==> src/rtl/rtc_mc_bus_ctrl.sv <==
// ---------------------------------------------------------------------------
// rtc_mc_bus_ctrl
//
// Transaction sequencer between the microcontroller bus and the register-file
// read/write channels of the Microcontroller Interface (sits inside rtc_mc_if).
// One request is accepted at a time from IDLE. The address is checked against
// the read- or write-valid map. A valid request drives the channel enable,
// address and data until the register side acknowledges. Every request ends
// in exactly one o_ready pulse, and o_err is high with it on failure.
//
// Optional feature (compile-time macro):
//   RTC_BUS_TIMEOUT_EN - an 8-bit wait counter aborts a channel access that is
//                        not acknowledged within TIMEOUT_CYCLES wait cycles.
//                        Without the macro the block waits for i_ack forever.
//
// Ports:
//   i_clk, i_reset_n        clock (rising edge), async active-low reset
//   i_cs, i_rd, i_wr        request valid and read/write qualifiers
//   i_addr, i_wdata         request address and write data
//   o_rdata                 read data, valid with o_ready=1 and o_err=0
//   o_ready, o_err          one-cycle completion pulse and its error flag
//   o_busy                  transaction in progress (state != IDLE)
//   o_err_sticky, i_err_clr latched error flag and its clear
//   o_rd_en, o_wr_en        read / write channel enables (mutually exclusive)
//   o_addr, o_wdata         registered address / write data to the channels
//   i_reg_r_data            read data from the read channel
//   i_ack                   register-side acknowledge
// ---------------------------------------------------------------------------
module rtc_mc_bus_ctrl #(
  parameter int unsigned ADDR_W         = 6,
  parameter int unsigned DATA_W         = 32,
  parameter int unsigned TIMEOUT_CYCLES = 16
) (
  input  logic              i_clk,
  input  logic              i_reset_n,
  input  logic              i_cs,
  input  logic              i_rd,
  input  logic              i_wr,
  input  logic [ADDR_W-1:0] i_addr,
  input  logic [DATA_W-1:0] i_wdata,
  output logic [DATA_W-1:0] o_rdata,
  output logic              o_ready,
  output logic              o_err,
  output logic              o_busy,
  output logic              o_err_sticky,
  input  logic              i_err_clr,
  output logic              o_rd_en,
  output logic              o_wr_en,
  output logic [ADDR_W-1:0] o_addr,
  output logic [DATA_W-1:0] o_wdata,
  input  logic [DATA_W-1:0] i_reg_r_data,
  input  logic              i_ack
);

  // The wait counter is 8 bits wide, so the timeout must fit in 2..255.
  if (TIMEOUT_CYCLES < 2 || TIMEOUT_CYCLES > 255) begin : g_bad_timeout
    $error("rtc_mc_bus_ctrl: TIMEOUT_CYCLES must be in 2..255");
  end

  typedef enum logic [2:0] {
    IDLE    = 3'd0,
    RD_WAIT = 3'd1,
    WR_WAIT = 3'd2,
    DONE    = 3'd3,
    ERR     = 3'd4
  } state_e;

  state_e              state_q, state_d;
  logic [ADDR_W-1:0]   addr_q, addr_d;
  logic [DATA_W-1:0]   wdata_q, wdata_d;
  logic [DATA_W-1:0]   rdata_q, rdata_d;
  logic                sticky_q, sticky_d;

`ifdef RTC_BUS_TIMEOUT_EN
  localparam logic [7:0] WaitLast = 8'(TIMEOUT_CYCLES - 1);
  logic [7:0]          wait_cnt_q, wait_cnt_d;
`endif

  // Read map: 0x00-0x08 and 0x14-0x20.
  function automatic logic rd_addr_ok(input logic [ADDR_W-1:0] a);
    int unsigned v;
    v = int'(a);
    return (v <= 32'h08) || (v >= 32'h14 && v <= 32'h20);
  endfunction

  // Write map: same as read, except 0x20 is read-only.
  function automatic logic wr_addr_ok(input logic [ADDR_W-1:0] a);
    int unsigned v;
    v = int'(a);
    return (v <= 32'h08) || (v >= 32'h14 && v <= 32'h1F);
  endfunction

  // NOTE: every variable written here gets a default first, so no path through
  // the case statement can leave one unassigned and infer a latch.
  always_comb begin
    state_d = state_q;
    addr_d  = addr_q;
    wdata_d = wdata_q;
    rdata_d = rdata_q;
`ifdef RTC_BUS_TIMEOUT_EN
    wait_cnt_d = wait_cnt_q;
`endif

    unique case (state_q)
      IDLE: begin
`ifdef RTC_BUS_TIMEOUT_EN
        wait_cnt_d = '0;  // cleared here, so every wait state starts at zero
`endif
        if (i_cs) begin
          if (i_rd && !i_wr && rd_addr_ok(i_addr)) begin
            addr_d  = i_addr;
            state_d = RD_WAIT;
          end else if (i_wr && !i_rd && wr_addr_ok(i_addr)) begin
            addr_d  = i_addr;
            wdata_d = i_wdata;
            state_d = WR_WAIT;
          end else begin
            state_d = ERR;  // ambiguous/empty qualifier or bad address
          end
        end
      end

      RD_WAIT: begin
        if (i_ack) begin
          rdata_d = i_reg_r_data;
          state_d = DONE;
        end
`ifdef RTC_BUS_TIMEOUT_EN
        // An acknowledge on the terminal count still wins.
        else if (wait_cnt_q == WaitLast) state_d = ERR;
        else                             wait_cnt_d = wait_cnt_q + 8'd1;
`endif
      end

      WR_WAIT: begin
        if (i_ack) begin
          state_d = DONE;
        end
`ifdef RTC_BUS_TIMEOUT_EN
        else if (wait_cnt_q == WaitLast) state_d = ERR;
        else                             wait_cnt_d = wait_cnt_q + 8'd1;
`endif
      end

      DONE:    state_d = IDLE;
      ERR:     state_d = IDLE;
      default: state_d = IDLE;
    endcase

    // An error completion presents zero read data.
    if (state_d == ERR) rdata_d = '0;
  end

  // A new error outranks a simultaneous clear.
  assign sticky_d = (state_d == ERR) || (sticky_q && !i_err_clr);

  // NOTE: state registers use non-blocking assignments so every flop samples
  // the pre-edge values, independent of block evaluation order.
  always_ff @(posedge i_clk or negedge i_reset_n) begin
    if (!i_reset_n) begin
      state_q  <= IDLE;
      addr_q   <= '0;
      wdata_q  <= '0;
      rdata_q  <= '0;
      sticky_q <= 1'b0;
    end else begin
      state_q  <= state_d;
      addr_q   <= addr_d;
      wdata_q  <= wdata_d;
      rdata_q  <= rdata_d;
      sticky_q <= sticky_d;
    end
  end

`ifdef RTC_BUS_TIMEOUT_EN
  always_ff @(posedge i_clk or negedge i_reset_n) begin
    if (!i_reset_n) wait_cnt_q <= '0;
    else            wait_cnt_q <= wait_cnt_d;
  end
`endif

  // Strobes decode straight from the state register, so the asynchronous
  // reset drops them at once, even mid-transaction.
  assign o_rd_en      = (state_q == RD_WAIT);
  assign o_wr_en      = (state_q == WR_WAIT);
  assign o_ready      = (state_q == DONE) || (state_q == ERR);
  assign o_err        = (state_q == ERR);
  assign o_busy       = (state_q != IDLE);
  assign o_err_sticky = sticky_q;
  assign o_addr       = addr_q;
  assign o_wdata      = wdata_q;
  assign o_rdata      = rdata_q;

endmodule

==> config.mk <==
export PLATFORM = sky130hd
export DESIGN_NAME = rtc_mc_bus_ctrl
export DESIGN_NICKNAME = d
export VERILOG_FILES = /design/src/rtl/rtc_mc_bus_ctrl.sv
export SDC_FILE = /design/constraint.sdc
export NUM_CORES = 1
export LEC_CHECK = 0
export ABC_AREA = 0
export CAP_MARGIN = 20
export CELL_PAD_IN_SITES_DETAIL_PLACEMENT = 1
export CELL_PAD_IN_SITES_GLOBAL_PLACEMENT = 2
export CORE_MARGIN = 2
export CORE_UTILIZATION = 22
export CTS_CLUSTER_DIAMETER = 50
export CTS_CLUSTER_SIZE = 30
export DETAILED_ROUTE_END_ITERATION = 16
export HOLD_SLACK_MARGIN = 0.12
export PLACE_DENSITY = 0.78
export SKIP_CTS_REPAIR_TIMING = 1
export SYNTH_ARGS = -nofsm -noshare
export SYNTH_HDL_FRONTEND = slang
export SYNTH_SLANG_ARGS = --single-unit
==> constraint.sdc <==
create_clock -name i_clk -period 1.7 [get_ports i_clk]
set_input_delay 0.255 -clock i_clk [delete_from_list [all_inputs] [get_ports i_clk]]
set_output_delay 0.255 -clock i_clk [all_outputs]
set_load 0.01 [all_outputs]
==> run metrics <==
outcome=finished with violations; failing checks=negative setup slack; Crit Path Category=register to register; Avg Synthesized Cell Area=12.2 um^2; GRT Resource Usage Total=0.129; warnings from Yosys=0; I/O pin cnt=153; RSZ-0062 raised after global routing=true; Clock transition at path regs=50 ps; Worst Skew=3.21 ps; die area=15300 um^2; Die W=124 um; LEAKAGE=2.52 nW; worst setup margin=-80.9 ps; via total after detailed routing=2691; DR WL/cell=16.3 um; endpoint type of the worst setup path=register; n_diodes=0; max-slew violations=0; num rows=43; # H-tree levels=3; Yosys cell types=33; Mapped Nets=336; DRC viols=0; area fraction of the dominant cell type after synthesis=0.587; Starting Density=0.226; deepest clock path buffer count=2; Final Cycle Share=1.05; global-route wire length before repair=14.9 mm; share of layout cells above drive strength 1=0.216; TritonCTS Buffers=9; worst-margin pin slew=446 ps; most common library cell in the layout ignoring fill and taps=clkdlybuf4s50_1; Area growth syn-to-layout=74.3%; fin cells=624; fmax=0.562 GHz; peak supply drop=0.691 mV; Synth Flop Type=dfrtp_1; Placed Cells=605; PwrDens=1610 nW/um^2; ys async rst share=1.00; DRT Pass-1 Iters=4; CTS tree=done; Post-synth EDFFs=0; Syn Inst Count=259; synth top area cells=dfrtp_1, mux2_4, nand2_1, a21oi_1, mux2_2; Worst slew margin=0.703; largest net degree at the start of global routing=35; post-synth top area cell=dfrtp_1; pre-CTS setup slack=-594 ps; critical path startpoint category=register; total number of clock tree sinks=74; die height=124 um; Via-to-Cell Ratio=4.31; Core ar.=13900 um^2; DR iter-0 viols=64; port buffer count=152; root buffer cell=clkbuf_16; CP Data Arrival Time=1990 ps; CP Max Fanout=6; Critical Path RT=1910 ps; Final HPWL DP=7.29 mm; Final Hold Fails=0; maxcap violations=0; final RePlAce weighted congestion=0.698; sequential cell area fraction in the yosys report=0.587; vias in the first global route=2847; Nets=518; Post-Syn Area=3150 um^2; worst hold path class=input pin to register; setup violators final=41; commonest cells after routing, fill and taps aside=clkdlybuf4s50_1, dfrtp_1, nand2_1; crit path time final=1780 ps; Final ANT Viol Nets=0; register bit total from synthesis=74; initial antenna violation count=0; Routed WL=10.2 mm; clk_lat worst skew=330 ps; grt ovf=0
## Yosys cell counts, drive strengths merged, types with 2 or more instances
library cell / n
clkbuf: 4
dfrtp: 74
buf: 11
nand2: 67
inv: 4
nor3b: 4
a21oi: 33
o211ai: 2
mux2: 38
nor2: 3
nor3: 2
## worst paths after layout
kind | cells after the start | start | slack [ps] | to
max in group asynchronous | 3 | i_reset_n | 780 | o_wdata[17]
min reg2reg | 1 | o_err_sticky | 480 | o_err_sticky
min | 2 | i_addr[3] | 350 | o_addr[3]
max reg2reg | 5 | state_q[1] | -80 | o_wdata[15]
min in group asynchronous | 2 | i_reset_n | 420 | o_wdata[28]
max | 5 | state_q[1] | -80 | o_wdata[15]
## flip-flops by register name, indices dropped and copies added, names as in the netlist
name          cells
o_addr            6
o_wdata          32
o_err_sticky      1
state_q           3
o_rdata          32
## routing by layer
| metal | routed length (um) | global-route usage | vias up |
|---|---|---|---|
| met5 | 0 | 0 | - |
| li1 | - | - | 1237 |
| met2 | 5100 | 0.217 | 104 |
| met1 | 4040 | 0.148 | 1341 |
| met3 | 942 | 0.0549 | 9 |
| met4 | 119 | 0.0405 | 0 |
## worst max-delay path: stages, from the launching register on
cell,delay (ps)
dfrtp_1,390
nor3_2,240
nand2_1,110
or3_4,430
clkbuf_16,200
mux2_4,290
## cells by family (layout without fill, tap and decap cells)
family / count (synthesis) / count (layout) / synth area share
mux: 38 / 38 / 0.170
simple gates: 85 / 85 / 0.119
buf+inv: 19 / 204 / 0.0433
flops: 74 / 74 / 0.587
compound gates: 43 / 43 / 0.0802
## report_power, final
| group | internal (mW) | switching, mW |
|---|---|---|
| clock network | 1.00 | 0.684 |
| registers | 2.55 | 0.463 |
| logic | 2.56 | 1.61 |
| total | 6.11 | 2.76 |
## through the flow
| step | hold WS, ps | utilization | instance area (um^2) | power [mW] | TNS (ps) |
|---|---|---|---|---|---|
| after global routing | 364 | 0.394 | 5500 | 9.43 | -5460 |
| after detailed placement | 238 | 0.364 | 5070 | 7.13 | -38570 |
| final | 354 | 0.394 | 5500 | 8.87 | -2230 |
| after global placement | 233 | 0.364 | 5070 | 6.99 | -34040 |
| after CTS | -126 | 0.383 | 5330 | 8.90 | -14920 |
| after floorplan | -40.6 | - | 3150 | 4.63 | -1770 |
## area by class of cell
class | count | area, um^2
fillers | 1491 | 8440
repair buffers | 186 | 1930
flip-flops and latches | 74 | 1850
multi-input cells | 166 | 1220
clock buffers | 11 | 243
well taps | 180 | 225
clock inverters | 3 | 17.5
inverters | 4 | 15.0
No activity file was read; power rests on OpenSTA's default activity.
